## src/rtl/svm_result_gen.sv

```systemverilog
// SVM result generator: accumulates per-block partial dot products into a window score,
// adds the bias with saturation, and emits one classification strobe per slide window.
module svm_result_gen #(
    parameter int SW_W       = 11,
    parameter int NUM_SW     = 1200,
    parameter int BLK_PER_SW = 105,
    parameter int PS_W       = 24,
    parameter int ACC_W      = 32,
    parameter logic signed [ACC_W-1:0] BIAS = {ACC_W{1'b0}}
) (
    input  logic              clk,
    input  logic              rst,
    input  logic              frame_start,
    input  logic              i_valid,
    output logic              i_ready,
    input  logic [PS_W-1:0]   i_psum,
    output logic              o_valid,
    output logic              is_person,
    output logic [SW_W-1:0]   sw_id,
    output logic [ACC_W-1:0]  score
);

    localparam int BLK_CW = (BLK_PER_SW > 1) ? $clog2(BLK_PER_SW) : 1;
    localparam logic [BLK_CW-1:0] BLK_LAST = BLK_CW'(BLK_PER_SW - 1);
    localparam logic [SW_W-1:0]   SW_LAST  = SW_W'(NUM_SW - 1);
    localparam logic [ACC_W-1:0]  ACC_MAX  = {1'b0, {(ACC_W-1){1'b1}}};
    localparam logic [ACC_W-1:0]  ACC_MIN  = {1'b1, {(ACC_W-1){1'b0}}};

    typedef enum logic [0:0] {
        ST_ACC = 1'b0,
        ST_OUT = 1'b1
    } state_t;

    // Two's-complement add clamped to the accumulator range instead of wrapping.
    function automatic logic [ACC_W-1:0] sat_add(input logic [ACC_W-1:0] a,
                                                  input logic [ACC_W-1:0] b);
        logic [ACC_W:0] s;
        s = {a[ACC_W-1], a} + {b[ACC_W-1], b};
        if (s[ACC_W] != s[ACC_W-1]) begin
            sat_add = s[ACC_W] ? ACC_MIN : ACC_MAX;
        end else begin
            sat_add = s[ACC_W-1:0];
        end
    endfunction

    state_t            r_state;
    state_t            w_state_nxt;
    logic [ACC_W-1:0]  r_acc;
    logic [BLK_CW-1:0] r_blk_cnt;
    logic [ACC_W-1:0]  r_score_pend;
    logic [SW_W-1:0]   r_next_id;
    logic [ACC_W-1:0]  w_psum_ext;
    logic [ACC_W-1:0]  w_acc_sum;
    logic [ACC_W-1:0]  w_final;
    logic              w_accept;
    logic              w_last;

    assign i_ready    = (r_state == ST_ACC);
    assign w_accept   = i_valid && i_ready && !frame_start;
    assign w_last     = w_accept && (r_blk_cnt == BLK_LAST);
    assign w_psum_ext = {{(ACC_W-PS_W){i_psum[PS_W-1]}}, i_psum};
    assign w_acc_sum  = sat_add(r_acc, w_psum_ext);
    assign w_final    = sat_add(w_acc_sum, BIAS);

    // State register.
    always_ff @(posedge clk) begin
        if (!rst) begin
            r_state <= ST_ACC;
        end else begin
            r_state <= w_state_nxt;
        end
    end

    // Next-state decode; frame_start always forces accumulation mode.
    always_comb begin
        w_state_nxt = r_state;
        if (frame_start) begin
            w_state_nxt = ST_ACC;
        end else begin
            case (r_state)
                ST_ACC:  w_state_nxt = w_last ? ST_OUT : ST_ACC;
                ST_OUT:  w_state_nxt = ST_ACC;
                default: w_state_nxt = ST_ACC;
            endcase
        end
    end

    // Accumulation datapath and registered result outputs.
    always_ff @(posedge clk) begin
        if (!rst) begin
            r_acc        <= {ACC_W{1'b0}};
            r_blk_cnt    <= {BLK_CW{1'b0}};
            r_score_pend <= {ACC_W{1'b0}};
            r_next_id    <= {SW_W{1'b0}};
            o_valid      <= 1'b0;
            is_person    <= 1'b0;
            sw_id        <= {SW_W{1'b0}};
            score        <= {ACC_W{1'b0}};
        end else if (frame_start) begin
            r_acc     <= {ACC_W{1'b0}};
            r_blk_cnt <= {BLK_CW{1'b0}};
            r_next_id <= {SW_W{1'b0}};
            o_valid   <= 1'b0;
        end else begin
            o_valid <= 1'b0;
            if (w_accept) begin
                r_acc <= w_acc_sum;
                if (w_last) begin
                    r_blk_cnt    <= {BLK_CW{1'b0}};
                    r_score_pend <= w_final;
                end else begin
                    r_blk_cnt <= r_blk_cnt + BLK_CW'(1'b1);
                end
            end else begin
                r_acc <= r_acc;
            end
            // The pending score becomes visible together with its strobe and window id.
            if (r_state == ST_OUT) begin
                o_valid   <= 1'b1;
                score     <= r_score_pend;
                is_person <= !r_score_pend[ACC_W-1] && (r_score_pend != {ACC_W{1'b0}});
                sw_id     <= r_next_id;
                r_next_id <= (r_next_id == SW_LAST) ? {SW_W{1'b0}} : r_next_id + SW_W'(1'b1);
                r_acc     <= {ACC_W{1'b0}};
            end else begin
                r_next_id <= r_next_id;
            end
        end
    end

endmodule

```

## config.mk

```make
export PLATFORM = sky130hd
export DESIGN_NAME = svm_result_gen
export DESIGN_NICKNAME = d
export VERILOG_FILES = /design/src/rtl/svm_result_gen.sv
export SDC_FILE = /design/constraint.sdc
export NUM_CORES = 1
export LEC_CHECK = 0
export ABC_CLOCK_PERIOD_IN_PS = 3800
export BUFFER_PORTS_ARGS = -buffer_cell sky130_fd_sc_hd__buf_2
export CORE_AREA = 2 2 133 135
export DETAILED_ROUTE_END_ITERATION = 10
export DIE_AREA = 0 0 135 137
export HOLD_SLACK_MARGIN = 0.15
export SETUP_SLACK_MARGIN = 0.2
export SYNTH_ARGS = -nofsm -noshare
export SYNTH_HDL_FRONTEND = slang
export SYNTH_SLANG_ARGS = --single-unit
```

## constraint.sdc

```tcl
create_clock -name clk -period 3.8 [get_ports clk]
set_clock_uncertainty 0.15 [all_clocks]
set_input_delay 0.19 -clock clk [delete_from_list [all_inputs] [get_ports clk]]
set_output_delay 0.19 -clock clk [all_outputs]
set_load 0.01 [all_outputs]
```

* Yosys cells after proc, flatten, opt, wreduce, memory -nomap -nowiden
Cells that the tools add are included.
Operators by class: add/sub/neg operators 3, eq/ne operators 3, mux-type cells 7, bitwise gates (word level) 3, reduce and logical (&&, ||, !) cells 11
Operators by type and width (number):
- $mux 32 | 2
- $add 32x24->33 | 1
- $reduce_bool 32->1 | 1
- $add 11x1->11 const B | 1
- $eq 11x11->1 const B | 1
- $mux 11 | 1
- $add 7x1->7 const B | 1
- $eq 7x7->1 const B | 1
- $mux 7 | 1
- $logic_and 1x1->1 | 4
- $not 1->1 | 3
- $reduce_and 3->1 | 1
- $reduce_or 3->1 | 1
- $logic_not 1->1 | 2
- $mux 1 | 2
- $pmux 1 s2 | 1
- $reduce_and 2->1 | 1
- $reduce_or 2->1 | 1
- $ne 1x1->1 | 1
Storage, ports and cells: register bits 128, bits of input ports 28, output and inout port bits 46, logic and storage cells 36

* Depth between registers and ports, before layout
Gate-level depths: netlist of run 1.
depth in word-level cells 6, gate-level depth with buffers 14, depth with buffers taken out 12

* Worst setup path before layout of run 1
No wires, ideal clock.
path kind register -> register, start reg r_acc[0], end reg r_acc[18], library setup time 133 ps, data arrival time 2770 ps, data required time 3517 ps, path slack 747 ps, cell stages (with the launch flop) 15, buffers on the path 2, period minus slack after synthesis 3053 ps, path through dfxtp_1 ha_1 inv_1 fa_1 nand2b_1 a21o_1 a211oi_2 a311o_1 a31oi_4 nor3_1 nor2_1 buf_2 buf_4 nand2_1 a21oi_1
Between the ends: word-level cells in the longest chain between the ends 3, elaborated cells between the ends (all ways) 4, those cells by class 1 x add/sub; 1 x eq/ne; 2 x mux
Ends and longest elaborated chain:
- start, declared | RTL line 48 | logic [ACC_W-1:0] r_acc;
- start signal, assigned | RTL line 91 | r_acc <= {ACC_W{1'b0}};
- start signal, assigned | RTL line 100 | r_acc <= {ACC_W{1'b0}};
- start signal, assigned | RTL line 107 | r_acc <= w_acc_sum;
- $add 32x24->33 * | RTL line 38 | s = {a[ACC_W-1], a} + {b[ACC_W-1], b};
- $mux 32 / $ne 1x1->1 (equally long branches) | RTL line 40, 39
- $mux 32 * | RTL line 39 | if (s[ACC_W] != s[ACC_W-1]) begin
Mark *: on every way between the ends. The rest lies on a longest branch, timed or not. A chain may end at the register's enable or synchronous reset.

* Worst setup path after layout of run 1
start in i_psum[0], end reg r_score_pend[22]
Between the ends: word-level cells in the longest chain between the ends 3, elaborated cells between the ends (all ways) 4, those cells by class 1 x add/sub; 1 x eq/ne; 2 x mux
Ends and longest elaborated chain:
- start, declared | RTL line 16 | input logic [PS_W-1:0] i_psum,
- $add 32x24->33 * | RTL line 38
- $mux 32 / $ne 1x1->1 (equally long branches) | RTL line 40, 39
- $mux 32 * | RTL line 39
- end signal, assigned | RTL line 93 | r_score_pend <= {ACC_W{1'b0}};
- end signal, assigned | RTL line 110 | r_score_pend <= w_final;
- end, declared | RTL line 50 | logic [ACC_W-1:0] r_score_pend;
Marks and branches as above.

==> results of run 1 <==
[synth_stat cells (all sizes together) (3+ instances only)]
library cell	instances	area, µm²
nand2	145	544
dfxtp	128	2560
a21oi	90	465
o21ai	79	410
a21boi	45	338
nor2	40	155
clkbuf	35	134
ha	35	438
xnor2	19	166
xor2	17	149
nand4	15	93.8
inv	14	52.6
and3	13	86.3
buf	12	75.1
nor3	12	76.3
a21o	10	75.1
o21a	10	76.3
nand2b	9	56.3
nand3	9	45.0
nor4	8	50.1
o21bai	8	60.1
a211oi	7	57.6
a31oi	6	52.6
o211ai	6	45.0
o221a	6	67.6
and2	4	25.0
nor2b	4	25.0
or3	3	18.8
[cell type report]
type	count	share of cell area, %
multi-input combinational	631	49.5
tap	225	3.58
inverter	14	0.668
clock buffer	22	5.90
sequential	128	32.6
timing repair buffer	90	6.33
clock inverter	10	1.42
[state kept, by name, summed over array words and instances, names as in the netlist]
signal and cells:
score 32, o_valid 1, is_person 1, r_acc 32, r_blk_cnt 7, r_state 1
sw_id 11, r_score_pend 32, r_next_id 11
[routing by layer]
| metal | vias up | track usage, % |
|---|---|---|
| met2 | 158 | 29.6 |
| li1 | 3060 | - |
| met1 | 2848 | 29.1 |
| met3 | 11 | 4.00 |
| met5 | - | 0 |
| met4 | 0 | 4.34 |
[through the flow]
stage	hold slack, ns	setup WS (ns)
after floorplan	0.206	0.747
after global placement	0.297	0.558
after detailed placement	0.304	0.484
after CTS	0.169	0.413
after global routing	0.221	0.216
final	0.185	0.411
[kinds of logic (layout without fill, tap and decap cells)]
logic type,Yosys count,count (layout)
AOI/OAI and AO/OA,287,287
xor gates and xnor gates,36,36
DFF,128,128
adders and majority gates,36,36
buffers and inverters,61,136
and+or+nand+nor,270,270
muxes,2,2
[worst max-delay path, delay by kind of cell]
family / cells / cell delay, ns
buffers and inverters: 4 / 0.83
adders and majority gates: 2 / 0.57
xor gates and xnor gates: 1 / 0.13
and+or+nand+nor: 3 / 0.52
AOI/OAI and AO/OA: 5 / 1.36
[power breakdown]
part	internal [W]	switching (W)	total [W]
registers	0.00136	0.0000104	0.00137
clock network	0.000996	0.000584	0.00158
logic	0.000131	0.000223	0.000354
total	0.00248	0.000818	0.00330
[path summary, 6_finish.rpt]
path	end	slack, ns	cells after the start
min	r_score_pend[31]	0.19	2
max reg2reg	r_score_pend[22]	0.47	13
max	r_score_pend[22]	0.41	15
min reg2reg	sw_id[5]	0.31	2
[repair_timing]
item | 4_1_cts | 5_1_grt
gates resized for setup | 0 | 2
hold buffers | 2 | 0
setup endpoints to repair | 0 | 8
endpoints found under the hold margin | 4 | 0
buffers inserted | 0 | 1
[cells in the final DEF (no fill, tap or decap), drive strengths merged, types with 3 or more instances in the layout]
| cell | n |
|---|---|
| nand2 | 145 |
| dfxtp | 128 |
| a21oi | 90 |
| buf | 88 |
| o21ai | 79 |
| a21boi | 45 |
| nor2 | 40 |
| ha | 35 |
| clkbuf | 22 |
| xnor2 | 19 |
| xor2 | 17 |
| nand4 | 15 |
| inv | 14 |
| and3 | 13 |
| nor3 | 12 |
| a21o | 10 |
| o21a | 10 |
| nand2b | 9 |
| nand3 | 9 |
| o21bai | 8 |
| nor4 | 8 |
| a211oi | 7 |
| o211ai | 6 |
| o221a | 6 |
| a31oi | 6 |
| clkinv | 5 |
| and2 | 4 |
| nor2b | 4 |
| or3 | 3 |
| clkinvlp | 3 |
==> results.sh, run 1 <==
export IMPL_crit_slowest_cell="dlygate4sd3_1"
export IMPL_top_layer="met4"
export IMPL_netlist_area_um2=6710
export IMPL_die_w_um=135
export IMPL_fin_util_pct=46.1
export IMPL_drv_slew=0
export IMPL_yosysWarnings=0
export IMPL_slowest_delay_ns=0.52
export IMPL_wl_met1_um=8970
export IMPL_synthSimpleGateAreaFrac_pct=18.5
export IMPL_setup_violations=0
export IMPL_clk_pin_slew_worst_paths_ns=0.06
export IMPL_grt_pass1_wl_um=28900
export IMPL_start_kind="primary input"
export IMPL_cp_data_required_time_ns=4.01
export IMPL_numPortBuffers=73
export IMPL_ys_seq_area_share_pct=38.2
export IMPL_postSynthCellCount=820
export IMPL_synth_cell_type_count=67
export IMPL_clock_sinks=128
export IMPL_drt_initial_drc_count=398
export IMPL_critPathArrivalTime_ns=3.59
export IMPL_place_hpwl_um=13000
export IMPL_p_leak_nw=3.22
export IMPL_dr_pass1_iters=5
export IMPL_fmax_ghz=0.295
export IMPL_h_tree_depth=4
export IMPL_period_needed_ns=3.39
export IMPL_cp_cell_sequence="dlygate4sd3_1 > buf_2 > ha_1 > inv_1 > fa_1 > nand2b_1 > a21o_1 > a211oi_4 > a311o_1 > buf_4 > a311o_1 > nand2_1 > xnor2_1 > nor3_1 > o221a_2"
export IMPL_synth_fp_nets=884
export IMPL_tightest_slew_ns=0.980
export IMPL_cts_tree="built"
export IMPL_route_met3_wl_um=963
export IMPL_synth_compound_area_share_pct=27.5
export IMPL_async_flop_share_pct=0
export IMPL_ys_ff_latch=128
export IMPL_drc=0
export IMPL_route_antenna_remaining_nets=0
export IMPL_crit_top_cell="a311o_1"
export IMPL_min_path_type="primary input to flop"
export IMPL_muxShareOfSynthArea_pct=0.299
export IMPL_antenna_cells=0
export IMPL_postRouteWirelength_um=18000
export IMPL_die_area_um2=18500
export IMPL_critPathKind="primary input to flop"
export IMPL_syn_area_per_cell_um2=8.18
export IMPL_hp_start="rst"
export IMPL_die_h_um=137
export IMPL_post_drt_wl_per_cell_um=16.1
export IMPL_root_buffer="clkbuf_16"
export IMPL_synth_top_family_by_area="compound AO/OA/AOI/OAI gates"
export IMPL_multi_input_area_um2=3900
export IMPL_finalPower_w=0.00330
export IMPL_clk_path_buf_depth=2
export IMPL_min_period_over_period_pct=89.2
export IMPL_drive_gt1_share_pct=16.3
export IMPL_synth_ff_type="dfxtp_1"
export IMPL_vias=6077
export IMPL_core_area_um2=17100
export IMPL_route_met2_wl_um=7950
export IMPL_placed_area_um2=7260
export IMPL_crit_start="i_psum[0]"
export IMPL_grt_max_degree=43
export IMPL_power_density_nw_per_um2=419
export IMPL_io_pin_count=74
export IMPL_grt_pass1_vias=5507
export IMPL_clk_latency_ns=0.41
export IMPL_drv_cap=0
export IMPL_placedCellCount=1085
export IMPL_synth_edf_count=0
export IMPL_hold_viol_final=0
export IMPL_initial_core_util_pct=39.3
export IMPL_grt_overflow_total=0
export IMPL_rows=48
export IMPL_synth_fa_ha_area_share_pct=6.83
export IMPL_regToRegStartpoint="r_acc[0]"
export IMPL_cts_made_buffers=17
export IMPL_synthXorXnorAreaFrac_pct=4.70
export IMPL_grt_usage_pct=19.7
export IMPL_slew_headroom_pct=34.6
export IMPL_fin_area_um2=7870
export IMPL_status="completed"
export IMPL_gp_congestion=0.889
export IMPL_rsz0062_at_grt="no"
export IMPL_ir_drop_uv=297
export IMPL_setup_tns_ns=0
export IMPL_area_growth_pct=17.4
export IMPL_fillers=1751
export IMPL_fin_cells=1120
export IMPL_finalNetCount=946
export IMPL_cp_max_fo=4
export IMPL_ff_latch_area_um2=2560
export IMPL_drt_vias_per_instance=5.43
export IMPL_critPathCaptureType="flop"
export IMPL_antenna_found_initial=0
Power figures use the tool's default switching activity.
==> run 2: changes to the inputs <==
--- a/config.mk
+++ b/config.mk
@@ -7,10 +7,12 @@
 export LEC_CHECK = 0
 export ABC_CLOCK_PERIOD_IN_PS = 3800
 export BUFFER_PORTS_ARGS = -buffer_cell sky130_fd_sc_hd__buf_2
+export CAP_MARGIN = 5
 export CORE_AREA = 2 2 133 135
 export DETAILED_ROUTE_END_ITERATION = 10
 export DIE_AREA = 0 0 135 137
 export HOLD_SLACK_MARGIN = 0.15
+export PLACE_DENSITY_LB_ADDON = 0.15
 export SETUP_SLACK_MARGIN = 0.2
 export SYNTH_ARGS = -nofsm -noshare
 export SYNTH_HDL_FRONTEND = slang
==> run 2 against run 1 <==
- clock-buffer cell count is 1 lower
- final area rose by 1.0%
- register-to-register slack about the same
- die area unchanged
- sequential share of layout area is 0.33 points lower
- worst setup slack worse by 0.023 ns
- via count decreased by 1.1%
==> results.sh, run 2 (same netlist as run 1, synthesis figures left out) <==
export IMPL_p_sw_w=0.000845
export IMPL_antenna_found_initial=0
export IMPL_drt_vias_per_instance=5.36
export IMPL_regToRegStartpoint="r_acc[0]"
export IMPL_cts_tree="built"
export IMPL_cp_endpoint="r_acc[16]"
export IMPL_p_leak_nw=3.25
export IMPL_most_common_layout_cells="nand2_1 (145), dfxtp_1 (128), a21oi_1 (86)"
export IMPL_whs_path_depth=5
export IMPL_placed_area_um2=7250
export IMPL_cp_data_required_time_ns=3.95
export IMPL_antenna_cells=0
export IMPL_area_growth_pct=18.6
export IMPL_drv_slew=0
export IMPL_grt_overflow_total=0
export IMPL_clk_path_buf_depth=2
export IMPL_start_kind="primary input"
export IMPL_root_buffer="clkbuf_16"
export IMPL_p_int_w=0.00259
export IMPL_grt_pass1_vias=5603
export IMPL_drv_cap=0
export IMPL_setup_violations=0
export IMPL_drt_initial_drc_count=406
export IMPL_drive_gt1_share_pct=16.6
export IMPL_core_area_um2=17100
export IMPL_fmax_ghz=0.293
export IMPL_status="completed"
export IMPL_die_h_um=137
export IMPL_route_antenna_remaining_nets=0
export IMPL_die_w_um=135
export IMPL_initial_core_util_pct=39.3
export IMPL_finalNetCount=947
export IMPL_period_needed_ns=3.41
export IMPL_setup_tns_ns=0
export IMPL_place_hpwl_um=13300
export IMPL_crit_start="i_psum[0]"
export IMPL_vias=6011
export IMPL_slew_headroom_pct=50.4
export IMPL_critPathCaptureType="flop"
export IMPL_fillers=1768
export IMPL_min_period_over_period_pct=89.8
export IMPL_hold_viol_final=0
export IMPL_seq_power_share_pct=39.7
export IMPL_switching_share_pct=24.6
export IMPL_clock_sinks=128
export IMPL_clk_pin_slew_worst_paths_ns=0.06
export IMPL_drc=0
export IMPL_h_tree_depth=4
export IMPL_gp_congestion=0.898
export IMPL_rows=48
export IMPL_cp_max_fo=16
export IMPL_grt_max_degree=79
export IMPL_reg_top3="r_acc x32, r_score_pend x32, score x32"
export IMPL_fin_area_um2=7950
export IMPL_postRouteWirelength_um=18500
export IMPL_io_pin_count=74
export IMPL_final_common_cell="nand2_1"
export IMPL_numPortBuffers=73
export IMPL_critPathArrivalTime_ns=3.56
export IMPL_min_path_type="primary input to flop"
export IMPL_die_area_um2=18500
export IMPL_ir_drop_uv=210
export IMPL_grt_usage_pct=20.6
export IMPL_reg2reg_to="r_acc[20]"
export IMPL_post_drt_wl_per_cell_um=16.5
export IMPL_clk_latency_ns=0.42
export IMPL_clkPwrFrac_pct=50.0
export IMPL_dr_pass1_iters=5
export IMPL_fin_util_pct=46.6
export IMPL_rsz0062_at_grt="yes"
export IMPL_power_density_nw_per_um2=433
export IMPL_combPwrFrac_pct=10.3
export IMPL_critPathKind="primary input to flop"
export IMPL_reg2reg_slack_ns=0.47
export IMPL_grt_pass1_wl_um=30000
export IMPL_tightest_slew_ns=0.742
export IMPL_cts_made_buffers=17
export IMPL_whs_ns=0.193
export IMPL_reg2reg_depth=13
-- run 2: cell types whose count changed in the layout (fill, tap and decap cells not counted), moves of 2 or more --
cell,before,now
clkbuf_1,3,0
clkinv_2,4,1
buf_4,15,13
clkbuf_8,2,4
dlygate4sd3_1,2,4
inv_6,0,2
-- run 2: routing by layer --
metal  up-vias  share of wire, %  global-route usage [%]
li1       3057                 -                       -
met2       155                44                    31.0
met1      2795                51                    30.3
met4         0              0.37                    4.28
met3         4               5.1                    4.19
met5         -                 0                       0
-- run 2: critical path, stage by stage --
cell           delay (ns)
dlygate4sd3_1        0.54
buf_2                0.13
ha_1                 0.22
inv_1                0.08
fa_1                 0.18
nand2b_1             0.16
a21o_1               0.21
a211oi_4             0.10
a311o_1              0.43
a31oi_4              0.27
nor2_2               0.06
a22o_4               0.31
nor2_1               0.28
buf_4                0.29
a21oi_1              0.09
-- run 2: cell type report --
cell class	instances	area, µm²	share of cell area [%]
Sequential cell	128	2560	32.2
Timing Repair Buffer	91	514	6.47
Clock inverter	11	153	1.92
Tap cell	225	282	3.54
Clock buffer	21	480	6.04
Multi-Input combinational cell	631	3910	49.1
Inverter	14	52.6	0.661
-- run 2: per-stage QoR --
stage | total power (W) | setup slack, ns | instances
after floorplan | 0.00164 | 0.747 | 820
after global placement | 0.00174 | 0.489 | 1084
after detailed placement | 0.00174 | 0.406 | 1084
after CTS | 0.00347 | 0.347 | 1120
after global routing | 0.00358 | 0.177 | 1121
final | 0.00344 | 0.388 | 1121
-- run 2: worst min-delay path by stage --
stage / start / end
after CTS: i_valid / r_acc[23]
after detailed placement: sw_id[10] / sw_id[10]
final: i_psum[4] / r_acc[4]
after floorplan: rst / o_valid
after global routing: i_valid / r_acc[23]
after global placement: sw_id[7] / sw_id[7]
-- run 2: power groups by stage --
stage	sequential [W]	combinational, W	clock [W]
CTS	0.00136	0.000350	0.00175
floorplan	0.00139	0.000250	0
finish	0.00137	0.000355	0.00172
global route	0.00137	0.000392	0.00182
detailed placement	0.00139	0.000345	0
global placement	0.00139	0.000347	0
-- run 2: repair_timing --
item | CTS | global route
endpoints found under the hold margin | 19 | 0
gates resized for setup | 0 | 3
setup buffers | 0 | 1
endpoints found under the setup margin | 0 | 11
hold buffers | 4 | 0
